`src/rtl/uart_arb_pkg.sv`:
```
// Shared types and constants for the round-robin UART transmit arbiter.
package uart_arb_pkg;

    typedef enum logic [1:0] {
        IDLE = 2'd0,
        HDR  = 2'd1,
        DATA = 2'd2
    } arb_state_t;

    localparam logic [3:0] HDR_TAG = 4'hA;
    localparam int         BYTE_W  = 8;

endpackage

```
`src/rtl/uart_rr_pick.sv`:
```
// Combinational rotate-priority picker: first set bit of req at or above ptr,
// wrapping around to bit 0.
module uart_rr_pick
    import uart_arb_pkg::*;
#(
    parameter int N_REQ = 4,
    parameter int ID_W  = 2
) (
    input  logic [N_REQ-1:0] req,
    input  logic [ID_W-1:0]  ptr,
    output logic [ID_W-1:0]  gnt_id,
    output logic             any
);

    logic [N_REQ-1:0] rotated;
    int               offset;
    int               sum;

    // Rotate so that bit 0 is the requester at ptr, find the lowest set bit,
    // then map the offset back to an absolute index.
    always_comb begin
        rotated = N_REQ'({req, req} >> ptr);
        any     = 1'b0;
        offset  = 0;
        for (int i = N_REQ - 1; i >= 0; i--) begin
            if (rotated[i]) begin
                any    = 1'b1;
                offset = i;
            end
        end
        sum = int'(ptr) + offset;
        if (sum >= N_REQ) begin
            sum = sum - N_REQ;
        end
        gnt_id = ID_W'(sum);
    end

endmodule

```
`src/rtl/uart_tx_arbiter.sv`:
```
// Packet-locked round-robin scheduler in front of the Uart transmit enqueue port.
// Define UART_TX_ARB_HDR_EN to prefix every packet with a {4'hA, id} header byte.
module uart_tx_arbiter
    import uart_arb_pkg::*;
#(
    parameter int N_REQ = 4,
    parameter int ID_W  = 2
) (
    input  logic                      clk,
    input  logic                      reset,
    input  logic [N_REQ-1:0]          req_valid,
    input  logic [BYTE_W*N_REQ-1:0]   req_bits,
    input  logic [N_REQ-1:0]          req_last,
    output logic [N_REQ-1:0]          req_ready,
    output logic                      uart_enq_valid,
    output logic [BYTE_W-1:0]         uart_enq_bits,
    input  logic                      uart_enq_ready,
    output logic [ID_W-1:0]           grant_id,
    output logic                      busy
);

    arb_state_t        state;
    arb_state_t        state_next;
    logic [ID_W-1:0]   rr_ptr;
    logic [ID_W-1:0]   rr_ptr_next;
    logic [ID_W-1:0]   grant_next;
    logic [ID_W-1:0]   pick_id;
    logic              pick_any;
    logic              owner_valid;
    logic              owner_last;
    logic [BYTE_W-1:0] owner_bits;

    uart_rr_pick #(
        .N_REQ (N_REQ),
        .ID_W  (ID_W)
    ) u_pick (
        .req    (req_valid),
        .ptr    (rr_ptr),
        .gnt_id (pick_id),
        .any    (pick_any)
    );

    assign owner_valid = req_valid[grant_id];
    assign owner_last  = req_last[grant_id];
    assign owner_bits  = req_bits[grant_id*BYTE_W +: BYTE_W];
    assign busy        = (state != IDLE);

    always_ff @(posedge clk or negedge reset) begin
        if (!reset) begin
            state    <= IDLE;
            rr_ptr   <= '0;
            grant_id <= '0;
        end else begin
            state    <= state_next;
            rr_ptr   <= rr_ptr_next;
            grant_id <= grant_next;
        end
    end

    // Outputs decode from state alone plus the owner's live inputs, so an
    // asynchronous reset drops valid/ready without waiting for a clock.
    always_comb begin
        state_next     = state;
        rr_ptr_next    = rr_ptr;
        grant_next     = grant_id;
        uart_enq_valid = 1'b0;
        uart_enq_bits  = '0;
        req_ready      = '0;
        case (state)
            IDLE: begin
                if (pick_any) begin
                    grant_next = pick_id;
`ifdef UART_TX_ARB_HDR_EN
                    state_next = HDR;
`else
                    state_next = DATA;
`endif
                end
            end
`ifdef UART_TX_ARB_HDR_EN
            HDR: begin
                uart_enq_valid = 1'b1;
                uart_enq_bits  = {HDR_TAG, 4'(grant_id)};
                if (uart_enq_ready) begin
                    state_next = DATA;
                end
            end
`endif
            DATA: begin
                uart_enq_valid      = owner_valid;
                uart_enq_bits       = owner_bits;
                req_ready[grant_id] = uart_enq_ready;
                if (owner_valid && uart_enq_ready && owner_last) begin
                    state_next  = IDLE;
                    rr_ptr_next = (int'(grant_id) == N_REQ - 1) ? '0 : grant_id + ID_W'(1);
                end
            end
            default: begin
                state_next = IDLE;
            end
        endcase
    end

endmodule

```
`config.mk`:
```
export PLATFORM = sky130hd
export DESIGN_NAME = uart_tx_arbiter
export DESIGN_NICKNAME = d
export VERILOG_FILES = /design/src/rtl/uart_arb_pkg.sv /design/src/rtl/uart_rr_pick.sv /design/src/rtl/uart_tx_arbiter.sv
export SDC_FILE = /design/constraint.sdc
export NUM_CORES = 1
export LEC_CHECK = 0
export CAP_MARGIN = 25
export CORE_AREA = 3 3 50 52
export CTS_CLUSTER_SIZE = 28
export DETAILED_ROUTE_END_ITERATION = 7
export DIE_AREA = 0 0 53 55
export GPL_TIMING_DRIVEN = 0
export PLACE_DENSITY = 0.83
export SETUP_SLACK_MARGIN = 0.05
export SYNTH_ARGS = -nofsm -noshare
export SYNTH_HDL_FRONTEND = slang
export SYNTH_SLANG_ARGS = --single-unit
```
`constraint.sdc`:
```
create_clock -name clk -period 3.9 [get_ports clk]
set_input_delay 1.17 -clock clk [delete_from_list [all_inputs] [get_ports clk]]
set_output_delay 1.17 -clock clk [all_outputs]
set_load 0.005 [all_outputs]
```
* Word level (Yosys, flattened, before mapping)
Index checks and enable logic that the tools add are counted.
** Storage, ports and cells
- Output and inout port bits :: 16
- Logic and storage cells :: 46
- Register bits :: 6
** Operators by class
- Magnitude comparators :: 3
- Bitwise logic cells :: 1
- Shifts and indexed selects :: 2
- Multiplexer cells :: 22
- Reductions and logical operators :: 8
- $add $sub $neg :: 3
- Eq/ne operators :: 4
** Operator list (count)
- $shiftx A32 B6 Y8 :: 1
- $mux W2 :: 8
- $mux W1 :: 8
- $mux W8 :: 1
- $shr A8 B2 Y4 :: 1
- $reduce_and A2 Y1 :: 3
- $and A4 B4 Y4 :: 1
- $bmux W1 S2 :: 2
- $mux W4 :: 1
- $ne A2 B2 Y1 const B :: 2
- $pmux W2 S2 :: 1
- $add A2 B2 Y3 :: 1
- $ge A3 B3 Y1 const B :: 1
- $logic_and A1 B1 Y1 :: 3
- $lt A2 B3 Y1 const B :: 1
- $add A2 B1 Y2 const B :: 1
- $demux W1 S2 :: 1
- $eq A2 B1 Y1 const B :: 1
- $eq A2 B2 Y1 const B :: 1
- $ge A2 B1 Y1 const B :: 1
- $logic_not A2 Y1 :: 1
- $reduce_bool A2 Y1 :: 1
- $sub A2 B1 Y2 const B :: 1

* Depth between registers and ports, before layout
Gate-level depths: netlist (run 1).
- Word-level depth :: 8
- Gate-level depth with buffers :: 8
- Mapped depth without buffers :: 8

* Modules after synthesis
A second synthesis (run 1) with hierarchy kept.
** Unflattened totals
- Cell total of the unflattened synthesis :: 74
- Area, all modules :: 777.0 um^2
** By module, submodules not included
- uart_tx_arbiter :: area each 596.8 um^2, cells an instance 51, times used 1, seq. area each 125.1 um^2
- uart_rr_pick :: area each 180.2 um^2, cells an instance 23, times used 1, seq. area each 0.0 um^2

* Worst setup path before layout (run 1)
Ideal clock, no wire load.
- Kind :: input port to output port
- Start :: in req_bits[24]
- End :: out uart_enq_bits[0]
- Slack :: 0.959 ns
- Stages :: 2
- Data arrival time :: 1.771 ns
- Cell sequence :: mux4_2 > and2_1
** On the way
- Longest elaborated chain between the ends :: 2
** Ends and longest elaborated chain
- start, declared :: line uart_tx_arbiter.sv:12 : input logic [BYTE_W*N_REQ-1:0] req_bits,
- $shiftx A32 B6 Y8 :: line uart_tx_arbiter.sv:45 : assign owner_bits = req_bits[grant_id*BYTE_W +: BYTE_W];
- $mux W8 :: line uart_tx_arbiter.sv:69 : case (state)
- end, declared :: line uart_tx_arbiter.sv:16 : output logic [BYTE_W-1:0] uart_enq_bits,
Every way passes these cells.

* Final worst setup path (run 1)
- Start :: in req_bits[20]
- End :: out uart_enq_bits[4]
The elaborated chain is that of the path after synthesis.

==> results of run 1 <==
-- state kept, by name, summed over array words and instances, names as in the netlist --
register / cells
grant_id: 2
rr_ptr: 2
state: 1
-- worst reg2reg max path: stages, from the launching register on --
cell     delay [ps]
dfrtp_1         400
buf_6           150
buf_2           290
inv_1           130
ha_1            310
mux2_4          270
-- through the flow --
| stage | cell area, µm² | util | std cells | worst slack, ps |
|---|---|---|---|---|
| after floorplan | 730.7 | - | 73 | 959.1 |
| after detailed placement | 1346 | 0.6267 | 159 | -85.78 |
| final | 1384 | 0.6441 | 163 | 83.14 |
| after CTS | 1369 | 0.6372 | 163 | 60.26 |
| after global routing | 1384 | 0.6441 | 163 | 55.72 |
| after global placement | 1346 | 0.6267 | 159 | -76.50 |
-- worst max-delay path by stage --
stage / to / cells after the start / from / slack [ps]
after floorplan: uart_enq_bits[0] / 2 / req_bits[24] / 960
after global placement: uart_enq_valid / 5 / req_valid[0] / -80
after detailed placement: uart_enq_valid / 5 / req_valid[0] / -90
after CTS: uart_enq_valid / 4 / req_valid[3] / 60
after global routing: uart_enq_bits[6] / 4 / req_bits[22] / 60
final: uart_enq_bits[4] / 4 / req_bits[20] / 80
-- what timing repair did --
item,CTS,global route
pin swaps,0,1
hold buffers,0,0
gates cloned,0,0
endpoints found under the hold margin,0,0
endpoints found under the setup margin,2,4
gates resized for setup,3,5
-- cell usage after synthesis (2+ instances only) --
master,n
and2_1,8
ha_1,5
nand2_1,5
mux4_2,8
and3_1,4
clkbuf_1,2
nor2b_1,4
mux2i_1,4
nor2_1,4
a21oi_1,3
mux2_4,2
xnor2_1,2
inv_1,3
a211oi_1,2
dfrtp_1,5
-- metal layers --
layer	GRT usage	wire [µm]	up-vias
met5	0	0	-
met4	0.05106	16	0
li1	-	-	399
met1	0.1934	1077	381
met2	0.2893	1125	43
met3	0.05094	305	2
-- layout make-up --
class | instances | area, µm² | share of cell area
Buffer | 4 | 23.77 | 0.01718
Inverter | 3 | 11.26 | 0.008137
Clock buffer | 4 | 26.28 | 0.01899
Multi-Input combinational cell | 61 | 575.6 | 0.4159
Tap cell | 28 | 35.03 | 0.02532
Timing Repair Buffer | 58 | 586.8 | 0.4240
Sequential cell | 5 | 125.1 | 0.09042
-- cells by family (layout without fill, tap and decap cells) --
family | after synthesis | in the layout | synth area share
buffers and inverters | 7 | 69 | 0.04794
adders and majority gates | 5 | 5 | 0.08562
xor gates and xnor gates | 2 | 2 | 0.02398
muxes | 14 | 14 | 0.3425
DFF | 5 | 5 | 0.1712
AOI/OAI and AO/OA | 13 | 13 | 0.1284
and+or+nand+nor | 27 | 27 | 0.2003
-- power groups by stage --
stage / logic [mW] / clock network (mW) / registers [mW]
finish: 0.574 / 0.0620 / 0.119
global route: 0.627 / 0.0689 / 0.125
CTS: 0.582 / 0.0651 / 0.119
detailed placement: 0.583 / 0 / 0.120
global placement: 0.575 / 0 / 0.118
floorplan: 0.325 / 0 / 0.111
==> summary.md, run 1 <==
| Metric | Value |
|---|---|
| Final GP Congestion | `0.8441` |
| Register clock-pin slew on the reported worst setup and hold paths | `50 ps` |
| Die area | `0.002915 mm²` |
| CTS Sinks | `5` |
| Main synth FF type | `dfrtp_1` |
| Worst hold path class | `reg2reg` |
| Leading cell type in the layout, fill and taps excluded | `clkdlybuf4s50_1` |
| Most frequent cells in the layout | `clkdlybuf4s50_1 (51), mux4_2 (8), and2_1 (8)` |
| Critical Path Max Stage Delay | `470 ps` |
| Initial antenna violation count | `0` |
| GR Overflow Total | `0` |
| Internal power | `0.4802 mW` |
| FF-to-FF Start | `grant_id[0]$_DFFE_PN0P_` |
| Ports | `59` |
| RSZ-0062 raised after global routing | `false` |
| # Post-CTS Setup Buffers | `0` |
| Area grow syn2layout | `89.38%` |
| Detailed placer's ending HPWL | `2.074 mm` |
| Post-synth ARST share | `1.000` |
| H-Tree Level Count | `1` |
| F_max | `262.0 MHz` |
| Hold Path End | `state[1]$_DFFE_PN0P_` |
| P_sw | `0.2742 mW` |
| Syn nets | `121` |
| Hold_sp | `state[1]$_DFFE_PN0P_` |
| Tcrit/Tclk final | `0.9787` |
| Total wire length | `2.524 mm` |
| Arrival time at the worst endpoint | `2650 ps` |
| Register area share after synthesis | `0.1712` |
| Register bit total from synthesis | `5` |
| Final #Nets | `184` |
| Slew Limit Fails | `0` |
| CP dominant cell by count | `clkdlybuf4s50_1` |
| Top cells by area, synth | `mux4_2 (25%), dfrtp_1 (17%), ha_1 (8.6%), and2_1 (6.8%), mux2i_1 (5.5%)` |
| Total power | `0.7544 mW` |
| Worst EP required | `2730 ps` |
| Maximum clock path buffer count | `2` |
| Initial Util | `0.3401` |
| Flop2flop setup slack | `2240 ps` |
| CTS buffer count | `3` |
| Via-to-Cell Ratio | `5.061` |
| First drt pass iteration count | `4` |
| Gr usage total | `0.1651` |
| Reg-to-Reg End | `rr_ptr[1]$_DFFE_PN0P_` |
| Die H | `55 µm` |
| Pin count of the biggest net entering global routing | `11` |
| Wirelength per Cell | `15.48 µm` |
| Initial DRC count | `7` |
| Tightest Pin Transition | `542.7 ps` |
| Max-capacitance violation count | `0` |
| Final worst clock skew | `6.113 ps` |
| Pleak | `0.5979 nW` |
| Mapped Area | `730.7 µm²` |
| WHS Path Cells | `2` |
| Post-Synthesis Cells | `73` |
| Clock share of power | `0.082` |
| Dominant cell type by area after synthesis | `mux4_2` |
| Slowest CP cell | `mux4_2` |
| R2R cell count | `5` |
| Crit. End Element | `primary output` |
| Yosys warns | `0` |
| Hold Worst Slack | `670.7 ps` |
| Period minus WS final | `3817 ps` |
| Post-route antenna net violation count | `0` |
| Share of the synthesized area in the top cell type | `0.2466` |
| Setup TNS | `0 ps` |
| Vias | `825` |
| CTS root buf | `clkbuf_4` |
| Normalized max-slew margin | `0.6382` |
| Syn Area/Cell | `10.01 µm²` |
| Die width | `53 µm` |
| Post-synth EDFFs | `0` |
| Layout cells sized above 1 | `0.1259` |
| Max IR drop VDD | `345.3 µV` |
| Status | `completed` |
| Register share of total power | `0.157` |
| Total core area | `0.002148 mm²` |
| PD cells | `545.2 mW/mm²` |
| Hold Violations, Final | `0` |
| # DRC | `0` |
| First-pass GRT wire length | `3.546 mm` |
| Kind of critical path | `in2out` |
| Worst-Skew Late Latency | `250 ps` |
| Crit-path cells | `clkdlybuf4s50_1 > mux4_2 > and2_1 > clkdlybuf4s50_1` |
| Combinational power share | `0.760` |
| Sw Ratio | `0.3635` |
| Worst setup SP type | `primary input` |
| Max FO, Critical Path | `1` |
| Bufs and invs on worst path | `2` |
| Crit path max-delay family | `buffers and inverters` |
| Antenna diode count | `0` |
| CTS tree | `done` |
| Fillcell total | `178` |
| Vias in the first global route | `819` |
| Synth cell types | `27` |
| Row count | `17` |
| Setup violators final | `0` |
| Number of I/O port buffers | `58` |
(Power assumes the default switching activity.)
==> run 2, diff against run 1 <==
--- a/config.mk
+++ b/config.mk
@@ -13,6 +13,7 @@
 export GPL_TIMING_DRIVEN = 0
 export PLACE_DENSITY = 0.83
 export SETUP_SLACK_MARGIN = 0.05
+export SLEW_MARGIN = 15
 export SYNTH_ARGS = -nofsm -noshare
 export SYNTH_HDL_FRONTEND = slang
 export SYNTH_SLANG_ARGS = --single-unit
==> results of run 2 <==
Final layout, timing and power as in run 1 (identical DEF).
